[src/rtl/pulse_seq_ctrl_if.sv]
// Bundles the sequencer's config/status bus and the sigpulse-facing strobes.
// slave: the sequencer side. master: the host plus sigpulse side.
interface pulse_seq_ctrl_if #(
  parameter int unsigned RAM_WIDTH = 32,
  parameter int unsigned CNT_WIDTH = 16
) ();
  logic                 start;
  logic                 abort;
  logic [RAM_WIDTH-1:0] cfg_delay;
  logic [RAM_WIDTH-1:0] cfg_width;
  logic [RAM_WIDTH-1:0] cfg_gap;
  logic [CNT_WIDTH-1:0] cfg_count;
  logic                 cfg_level;
  logic                 sp_en;
  logic                 sp_dis;
  logic [RAM_WIDTH-1:0] sp_width;
  logic                 sp_level;
  logic                 sp_valid;
  logic                 busy;
  logic                 done;
  logic                 aborted;
  logic                 err;
  logic [CNT_WIDTH-1:0] pulses_sent;

  modport slave (
    input  start, abort, cfg_delay, cfg_width, cfg_gap, cfg_count, cfg_level, sp_valid,
    output sp_en, sp_dis, sp_width, sp_level, busy, done, aborted, err, pulses_sent
  );

  modport master (
    output start, abort, cfg_delay, cfg_width, cfg_gap, cfg_count, cfg_level, sp_valid,
    input  sp_en, sp_dis, sp_width, sp_level, busy, done, aborted, err, pulses_sent
  );
endinterface

[src/rtl/pulse_seq_ctrl.sv]
// Burst sequencer for one sigpulse instance: start delay, then N pulses of
// width W separated by gap G, with abort and a per-pulse watchdog.
module pulse_seq_ctrl #(
  parameter int unsigned RAM_WIDTH = 32,
  parameter int unsigned CNT_WIDTH = 16
) (
  input  logic              io_clk,
  input  logic              io_rst,
  pulse_seq_ctrl_if.slave   bus
);

  typedef enum logic [2:0] {
    IDLE,
    DELAY,
    FIRE,
    WAIT,
    GAP,
    ABORT,
    DONE
  } state_t;

  state_t               r_state;
  logic [RAM_WIDTH-1:0] r_cnt;
  logic [RAM_WIDTH-1:0] r_gap;
  logic [RAM_WIDTH-1:0] r_width;
  logic [RAM_WIDTH:0]   r_wdog;
  logic [CNT_WIDTH-1:0] r_count;
  logic [CNT_WIDTH-1:0] r_sent;
  logic                 r_level;
  logic                 r_err;
  logic                 r_aborted;

  logic [RAM_WIDTH:0]   w_wdog_next;
  logic [RAM_WIDTH:0]   w_wdog_limit;
  logic [CNT_WIDTH-1:0] w_sent_next;
  logic                 w_bad_cfg;
  logic                 w_abort_hit;

  // Watchdog is one bit wider than W so W+4 cannot wrap.
  assign w_wdog_next  = r_wdog + (RAM_WIDTH+1)'(1);
  assign w_wdog_limit = {1'b0, r_width} + (RAM_WIDTH+1)'(4);
  assign w_sent_next  = r_sent + CNT_WIDTH'(1);
  assign w_bad_cfg    = (bus.cfg_width == '0) || (bus.cfg_count == '0);
  assign w_abort_hit  = bus.abort &&
                        ((r_state == DELAY) || (r_state == FIRE) ||
                         (r_state == WAIT)  || (r_state == GAP));

  // Strobes decode directly from the state register; reset (IDLE) forces them low.
  assign bus.sp_en       = (r_state == FIRE);
  assign bus.sp_dis      = (r_state == ABORT);
  assign bus.busy        = (r_state != IDLE);
  assign bus.done        = (r_state == DONE);
  assign bus.sp_width    = r_width;
  assign bus.sp_level    = r_level;
  assign bus.err         = r_err;
  assign bus.aborted     = r_aborted;
  assign bus.pulses_sent = r_sent;

  // Burst state machine with config latches, countdown, watchdog and status.
  always_ff @(posedge io_clk or posedge io_rst) begin
    if (io_rst) begin
      r_state   <= IDLE;
      r_cnt     <= '0;
      r_gap     <= '0;
      r_width   <= '0;
      r_wdog    <= '0;
      r_count   <= '0;
      r_sent    <= '0;
      r_level   <= 1'b0;
      r_err     <= 1'b0;
      r_aborted <= 1'b0;
    end else if (w_abort_hit) begin
      // Abort outranks sp_valid and countdown expiry in the same cycle.
      r_aborted <= 1'b1;
      r_state   <= ABORT;
    end else begin
      case (r_state)
        IDLE: begin
          if (bus.start) begin
            if (w_bad_cfg) begin
              r_err   <= 1'b1;
              r_state <= DONE;
            end else begin
              r_width   <= bus.cfg_width;
              r_gap     <= bus.cfg_gap;
              r_count   <= bus.cfg_count;
              r_level   <= bus.cfg_level;
              r_cnt     <= bus.cfg_delay;
              r_sent    <= '0;
              r_err     <= 1'b0;
              r_aborted <= 1'b0;
              r_state   <= DELAY;
            end
          end
        end
        DELAY, GAP: begin
          if (r_cnt == '0) begin
            r_state <= FIRE;
          end else begin
            r_cnt <= r_cnt - RAM_WIDTH'(1);
          end
        end
        FIRE: begin
          r_wdog  <= '0;
          r_state <= WAIT;
        end
        WAIT: begin
          if (bus.sp_valid) begin
            r_sent <= w_sent_next;
            if (w_sent_next == r_count) begin
              r_state <= DONE;
            end else begin
              r_cnt   <= r_gap;
              r_state <= GAP;
            end
          end else begin
            r_wdog <= w_wdog_next;
            if (w_wdog_next == w_wdog_limit) begin
              r_err     <= 1'b1;
              r_aborted <= 1'b1;
              r_state   <= ABORT;
            end
          end
        end
        ABORT:   r_state <= DONE;
        DONE:    r_state <= IDLE;
        default: r_state <= IDLE;
      endcase
    end
  end

endmodule

[src/flat_wrapper.sv]
// flat-port wrapper written by rule: the top's interface ports become plain ports
module pulse_seq_ctrl_flat 
#(
  parameter int unsigned RAM_WIDTH = 32,
  parameter int unsigned CNT_WIDTH = 16
)
  (io_clk, io_rst, bus_start, bus_abort, bus_cfg_delay, bus_cfg_width, bus_cfg_gap, bus_cfg_count, bus_cfg_level, bus_sp_valid, bus_sp_en, bus_sp_dis, bus_sp_width, bus_sp_level, bus_busy, bus_done, bus_aborted, bus_err, bus_pulses_sent);
  pulse_seq_ctrl_if #(.RAM_WIDTH(RAM_WIDTH), .CNT_WIDTH(CNT_WIDTH)) bus_i ();
  input  logic io_clk;
  input  logic io_rst;
  input wire logic [$bits(bus_i.start)-1:0] bus_start;
  input wire logic [$bits(bus_i.abort)-1:0] bus_abort;
  input wire logic [$bits(bus_i.cfg_delay)-1:0] bus_cfg_delay;
  input wire logic [$bits(bus_i.cfg_width)-1:0] bus_cfg_width;
  input wire logic [$bits(bus_i.cfg_gap)-1:0] bus_cfg_gap;
  input wire logic [$bits(bus_i.cfg_count)-1:0] bus_cfg_count;
  input wire logic [$bits(bus_i.cfg_level)-1:0] bus_cfg_level;
  input wire logic [$bits(bus_i.sp_valid)-1:0] bus_sp_valid;
  output wire logic [$bits(bus_i.sp_en)-1:0] bus_sp_en;
  output wire logic [$bits(bus_i.sp_dis)-1:0] bus_sp_dis;
  output wire logic [$bits(bus_i.sp_width)-1:0] bus_sp_width;
  output wire logic [$bits(bus_i.sp_level)-1:0] bus_sp_level;
  output wire logic [$bits(bus_i.busy)-1:0] bus_busy;
  output wire logic [$bits(bus_i.done)-1:0] bus_done;
  output wire logic [$bits(bus_i.aborted)-1:0] bus_aborted;
  output wire logic [$bits(bus_i.err)-1:0] bus_err;
  output wire logic [$bits(bus_i.pulses_sent)-1:0] bus_pulses_sent;
  assign bus_i.start = bus_start;
  assign bus_i.abort = bus_abort;
  assign bus_i.cfg_delay = bus_cfg_delay;
  assign bus_i.cfg_width = bus_cfg_width;
  assign bus_i.cfg_gap = bus_cfg_gap;
  assign bus_i.cfg_count = bus_cfg_count;
  assign bus_i.cfg_level = bus_cfg_level;
  assign bus_i.sp_valid = bus_sp_valid;
  assign bus_sp_en = bus_i.sp_en;
  assign bus_sp_dis = bus_i.sp_dis;
  assign bus_sp_width = bus_i.sp_width;
  assign bus_sp_level = bus_i.sp_level;
  assign bus_busy = bus_i.busy;
  assign bus_done = bus_i.done;
  assign bus_aborted = bus_i.aborted;
  assign bus_err = bus_i.err;
  assign bus_pulses_sent = bus_i.pulses_sent;
  pulse_seq_ctrl #(.RAM_WIDTH(RAM_WIDTH), .CNT_WIDTH(CNT_WIDTH)) u_core (.io_clk(io_clk), .io_rst(io_rst), .bus(bus_i));
endmodule
[config.mk]
export PLATFORM = sky130hd
export DESIGN_NAME = pulse_seq_ctrl_flat
export DESIGN_NICKNAME = d
export VERILOG_FILES = /design/src/rtl/pulse_seq_ctrl_if.sv /design/src/rtl/pulse_seq_ctrl.sv /design/src/flat_wrapper.sv
export SDC_FILE = /design/constraint.sdc
export NUM_CORES = 1
export LEC_CHECK = 0
export ABC_AREA = 1
export BUFFER_PORTS_ARGS = -buffer_cell sky130_fd_sc_hd__buf_2
export CAP_MARGIN = 0
export CORE_ASPECT_RATIO = 1.25
export CORE_MARGIN = 4
export CORE_UTILIZATION = 47
export DETAILED_ROUTE_END_ITERATION = 6
export GPL_TIMING_DRIVEN = 0
export PLACE_DENSITY = 0.75
export SKIP_LAST_GASP = 1
export SLEW_MARGIN = 20
export SYNTH_ARGS = -nofsm -noshare
export SYNTH_HDL_FRONTEND = slang
export SYNTH_SLANG_ARGS = --single-unit
[constraint.sdc]
create_clock -name io_clk -period 6.5 [get_ports io_clk]
set_input_delay 0.65 -clock io_clk [delete_from_list [all_inputs] [get_ports io_clk]]
set_output_delay 0.65 -clock io_clk [all_outputs]
set_load 0.02 [all_outputs]
# After elaboration in Yosys (flattened, before gate mapping)
# Cells that the tools add are included.
# word_totals
reg_bits,167
in_bits,118
out_inout_bits,55
wordCells,88
# classes
addsub,4
n_eq_ne,21
mux,29
n_bitwise,2
reduce_logical,22
# op_table
cell,count
2-to-1 mux 32 bit,5
case mux 32 bit (3 select lines),1
case mux 33 bit (2 select lines),1
logical NOT 32 bit,2
2-to-1 mux 16 bit,3
adder 32 x 3 -> 33 bit (second input constant),1
adder 33 x 1 -> 33 bit (second input constant),1
== test 33 bit,1
2-to-1 mux 33 bit,1
case mux 16 bit (2 select lines),1
subtractor 32 x 1 -> 32 bit (second input constant),1
2-to-1 mux 3 bit,6
adder 16 x 1 -> 16 bit (second input constant),1
== test 16 bit,1
logical NOT 16 bit,1
case mux 3 bit (5 select lines),1
AND reduction 5 bit,3
inequality test 2 bit (second input constant),7
== test 3 bit (second input constant),3
inequality test 3 x 2 -> 1 bit (second input constant),3
nonzero test 3 bit,3
2-to-1 mux 1 bit,7
AND reduction 7 bit,1
== test 3 x 2 -> 1 bit (second input constant),2
14 further kinds,21

# Depth between registers and ports, before layout
# logic_depth
ltp_word,7
ltp_mapped,19

# Worst setup path before layout
# No wires, ideal clock.
# synth_path
kind,register -> register
startpoint,"register u_core.r_sent[0], in the netlist u_core.bus.pulses_sent[0]"
endpoint,register u_core.r_cnt[19]
setup_ns,0.122
arrival_ns,2.156
t_required_ns,6.378
slack_ns,4.222
path_stages_with_launch,18
n_path_buf,1
synth_period_minus_slack_ns,2.278
cell_sequence,dfrtp_1 -> ha_1 -> nand3_1 -> nor2_2 -> nand3_2 -> inv_2 -> nand3_1 -> nand3_1 -> nand2_1 -> clkinv_1 -> nand2_1 -> nor2_1 -> nand2_1 -> nor2_2 -> nand3_2 -> nand2_4 -> buf_4 -> a21oi_1
# synth_between
elab_chain_cells,4
# synth_rtl
element,line,source
from (decl),pulse_seq_ctrl.sv:28,logic [CNT_WIDTH-1:0] r_sent;
from (signal assigned),pulse_seq_ctrl.sv:109,r_sent <= w_sent_next;
adder 16 x 1 -> 16 bit,pulse_seq_ctrl.sv:42,assign w_sent_next = r_sent + CNT_WIDTH'(1);
== test 16 bit,pulse_seq_ctrl.sv:110,if (w_sent_next == r_count) begin
inequality test 2 bit (no line),n/a,
AND reduction 7 bit (no line),n/a,
to (signal assigned),pulse_seq_ctrl.sv:88,r_cnt <= bus.cfg_delay;
to (signal assigned),pulse_seq_ctrl.sv:100,r_cnt <= r_cnt - RAM_WIDTH'(1);
to (signal assigned),pulse_seq_ctrl.sv:113,r_cnt <= r_gap;
to (decl),pulse_seq_ctrl.sv:23,logic [RAM_WIDTH-1:0] r_cnt;
# No other way between the ends.
# A chain may end at the register's enable or synchronous reset.

# Worst setup path in the final report
# layout_path
startpoint,register u_core.r_cnt[0]
endpoint,register u_core.r_cnt[12]
# layout_between
elab_chain_cells,3
elab_cells_between_ends,6
classes_between,add/sub: 1; eq/ne: 1; mux: 2; reduce/logical: 2
# layout_rtl
element,line
subtractor 32 x 1 -> 32 bit or logical NOT 32 bit (tied branches),"pulse_seq_ctrl.sv:100, pulse_seq_ctrl.sv:97"
2-to-1 mux 32 bit or inequality test 2 bit (tied branches),n/a
case mux 32 bit (3 select lines) or AND reduction 7 bit (tied branches),n/a
# Several ways; a longest one is shown, not always the timed one. The select of a mux whose other input is x is not followed.

==> results.json <==
{
  "synth_warnings": 0,
  "clk_latency_ns": 0.44,
  "die_y_um": 179.6,
  "syn_nets": 1727,
  "post_cts_buffers": 0,
  "period_minus_slack_ns": 2.855,
  "dp_hpwl_mm": 27.96,
  "power_frac_seq_pct": 33.2,
  "drv_cap": 0,
  "reg2reg_depth": 15,
  "drive_gt1_share_pct": 18.18,
  "status": "finished, final reports clean",
  "dr.first_iter.drc_count": 811,
  "synthCells": 1605,
  "hold_buffers": 0,
  "wl_mm": 35.64,
  "rows": 62,
  "antenna_found_initial": 2,
  "post_dp_cell_area_um2": 12330,
  "gp_congestion": 0.9355,
  "clockBufferDepth": 2,
  "die_area_um2": 26090,
  "wl_per_cell_um": 16.99,
  "rsz0062_at_grt": "false",
  "synth_top_area_share_pct": 37.75,
  "core_area_um2": 23120,
  "h-tree-depth": 4,
  "chipWidth_um": 145.3,
  "seq_area_frac_synth_pct": 37.75,
  "cp_max_fo": 10,
  "io_pins": 173,
  "drc": 0,
  "drtPass1Iterations": 5,
  "worst_pin_slew_ns": 0.7425,
  "postCtsResizedCells": 0,
  "internal_power_mw": 3.283,
  "final_common_cell": "nand2_1",
  "crit_chain": "inv_1 > ha_1 > inv_1 > or2_1 > nor2_4 > inv_2 > nor2_4 > nand2_2 > nor2_1 > nand4_1 > o21ai_1 > nor3_2 > clkbuf_1 > nand3_1 > nand2_1",
  "grt_usage_pct": 26.57,
  "fin_util_pct": 56.09,
  "power.share.clock_pct": 18.1,
  "ys_async_sr_fraction_pct": 100.0,
  "io_buffers": 172,
  "fin_area_um2": 12970,
  "grt_pass1_wl_mm": 56.32,
  "ys_seq_elements": 167,
  "fmax_mhz": 350.2,
  "ant_nets": 0,
  "critical_path_class": "register to register",
  "drv_slew": 0,
  "dr_total_vias": 11526,
  "viasPerCell": 5.494,
  "timing.rr.end": "u_core.r_cnt[12]$_DFFE_PP0P_",
  "slowest_delay_ns": 0.40,
  "nets": 1919,
  "startpoint_type": "register",
  "crit_buf_inv": 4,
  "numCtsBuffers": 17,
  "mostFrequentLayoutCells": "nand2_1 (546), buf_2 (174), nor2_1 (169), dfrtp_1 (167), inv_1 (163)",
  "synth_edf_count": 0,
  "initial_utilization_pct": 47.88,
  "power.total_mw": 6.163,
  "vdd_drop_max_mv": 0.2790,
  "leakagePower_nw": 6.203,
  "min-delay-path-class": "input port to async pin",
  "worstReg2RegStart": "u_core.r_cnt[0]$_DFFE_PP0P_",
  "synthFlopType": "dfrtp_1",
  "grt_start_max_net_pins": 91,
  "required_ns": 6.83,
  "cp-end-kind": "register",
  "avgSynthCellArea_um2": 6.897,
  "swShare_pct": 46.73,
  "cts_tree": "yes",
  "period_share_pct": 43.93,
  "power_switching_mw": 2.880,
  "cts_root_buf": "clkbuf_16",
  "r2r_setup_slack_ns": 3.64,
  "finalSetupViolCount": 0,
  "synth.distinct_cells": 44,
  "path_clk_slew_ns": 0.07,
  "arrival_ns": 3.18,
  "pwr-share-comb_pct": 48.7,
  "finalHoldViolCount": 0,
  "hold_ws_ns": 0.2774,
  "cts_sinks": 167,
  "synth_area_um2": 11070,
  "critPathTopFamily": "simple AND/OR/NAND/NOR gates",
  "antennaDiodeCount": 0,
  "area_growth_syn_to_layout_pct": 17.15,
  "skew_ns": 0.007916,
  "grt-ovfl-total": 0,
  "grt_pass1_vias": 11216,
  "synthTopCellsByArea": "dfrtp_1 (38%), nand2_1 (19%), nor2_1 (5.7%)",
  "relSlewSlack_pct": 50.50,
  "p_per_area_nw_per_um2": 475.3,
  "synth_top_area_cell": "dfrtp_1",
  "crit_path_top_delay_cell": "dfrtp_1"
}
## metal layers
| layer | vias up | GRT usage (%) | routed length (um) |
|---|---|---|---|
| li1 | 5629 | - | - |
| met1 | 5400 | 31.34 | 14070 |
| met2 | 395 | 46.95 | 17790 |
| met3 | 98 | 4.408 | 2012 |
| met4 | 4 | 12.88 | 1728 |
| met5 | - | 0 | 40 |
## power by group through the flow
stage	clock network, mW	logic (mW)	registers, mW
floorplan	0	2.06	2.02
global placement	0	2.89	2.03
detailed placement	0	2.97	2.04
CTS	1.13	2.99	2.03
global route	1.17	3.35	2.11
finish	1.11	3.00	2.05
## logic make-up (layout without fill, tap and decap cells)
| kind of cell | Yosys count | count (layout) | synth area share, % |
|---|---|---|---|
| simple gates | 957 | 957 | 37.14 |
| mux | 43 | 43 | 4.374 |
| flops | 167 | 167 | 37.75 |
| buf+inv | 217 | 422 | 7.652 |
| xor+xnor | 32 | 32 | 2.600 |
| compound gates | 185 | 185 | 10.03 |
| fa+ha+maj | 4 | 4 | 0.4521 |
## layout make-up
type / instances / area [um^2]
fill: 2235 / 10150
multi-input combinational: 1221 / 6043
sequential: 167 / 4179
clock buffer: 21 / 470.5
tap: 288 / 360.3
buffer: 38 / 175.2
clock inverter: 11 / 171.4
timing repair buffer: 173 / 888.4
inverter: 179 / 679.4
## registers in the layout (all words and copies together) (netlist names)
register                cells
u_core.bus.pulses_sent     16
u_core.r_count             16
u_core.r_wdog              33
u_core.bus.aborted          1
u_core.bus.err              1
u_core.r_state              3
u_core.r_gap               32
u_core.bus.sp_level         1
u_core.r_cnt               32
u_core.bus.sp_width        32
## through the flow
step	std cells	TNS [ns]	setup slack [ns]
2_1_floorplan	1605	0	1.332
3_3_place_gp	2065	-141.13	-0.8614
3_5_place_dp	2066	0	3.347
4_1_cts	2098	0	3.653
5_1_grt	2098	0	3.404
6_report	2098	0	3.645
## worst max path at each step
stage,from,to,slack [ns],cells after the start
final,u_core.r_cnt[0]$_DFFE_PP0P_,u_core.r_cnt[12]$_DFFE_PP0P_,3.64,15
after global routing,u_core.r_cnt[0]$_DFFE_PP0P_,u_core.r_cnt[26]$_DFFE_PP0P_,3.40,18
after CTS,u_core.r_cnt[0]$_DFFE_PP0P_,u_core.r_cnt[12]$_DFFE_PP0P_,3.65,15
after detailed placement,bus_cfg_width[15],u_core.r_count[13]$_DFFE_PP0P_,3.35,9
after global placement,io_rst,u_core.bus.pulses_sent[5]$_DFFE_PP0P_,-0.86,2
after floorplan,io_rst,u_core.bus.aborted$_DFFE_PP0P_,1.33,1
## Yosys cell counts, types with 3 or more instances
| master | n |
|---|---|
| dfrtp_1 | 167 |
| inv_2 | 12 |
| a22oi_1 | 25 |
| nor4_1 | 16 |
| a21oi_2 | 9 |
| xnor2_1 | 4 |
| nand2_2 | 5 |
| xor2_1 | 27 |
| nand3_1 | 124 |
| o21ai_1 | 14 |
| nor2_2 | 19 |
| clkbuf_1 | 28 |
| a221oi_1 | 4 |
| nand4_1 | 31 |
| o31ai_1 | 4 |
| nor3_1 | 13 |
| or2_2 | 10 |
| nand3_2 | 3 |
| clkinv_1 | 3 |
| inv_1 | 164 |
| a21oi_1 | 17 |
| nand2_1 | 546 |
| buf_1 | 3 |
| nor2_1 | 169 |
| o21ai_0 | 68 |
| o22ai_1 | 39 |
| nor3_2 | 4 |
| or2_1 | 3 |
| ha_1 | 4 |
| mux2_2 | 43 |
| nor2_4 | 9 |
| buf_6 | 3 |
Note: power is estimated with default switching activity, not from simulation.
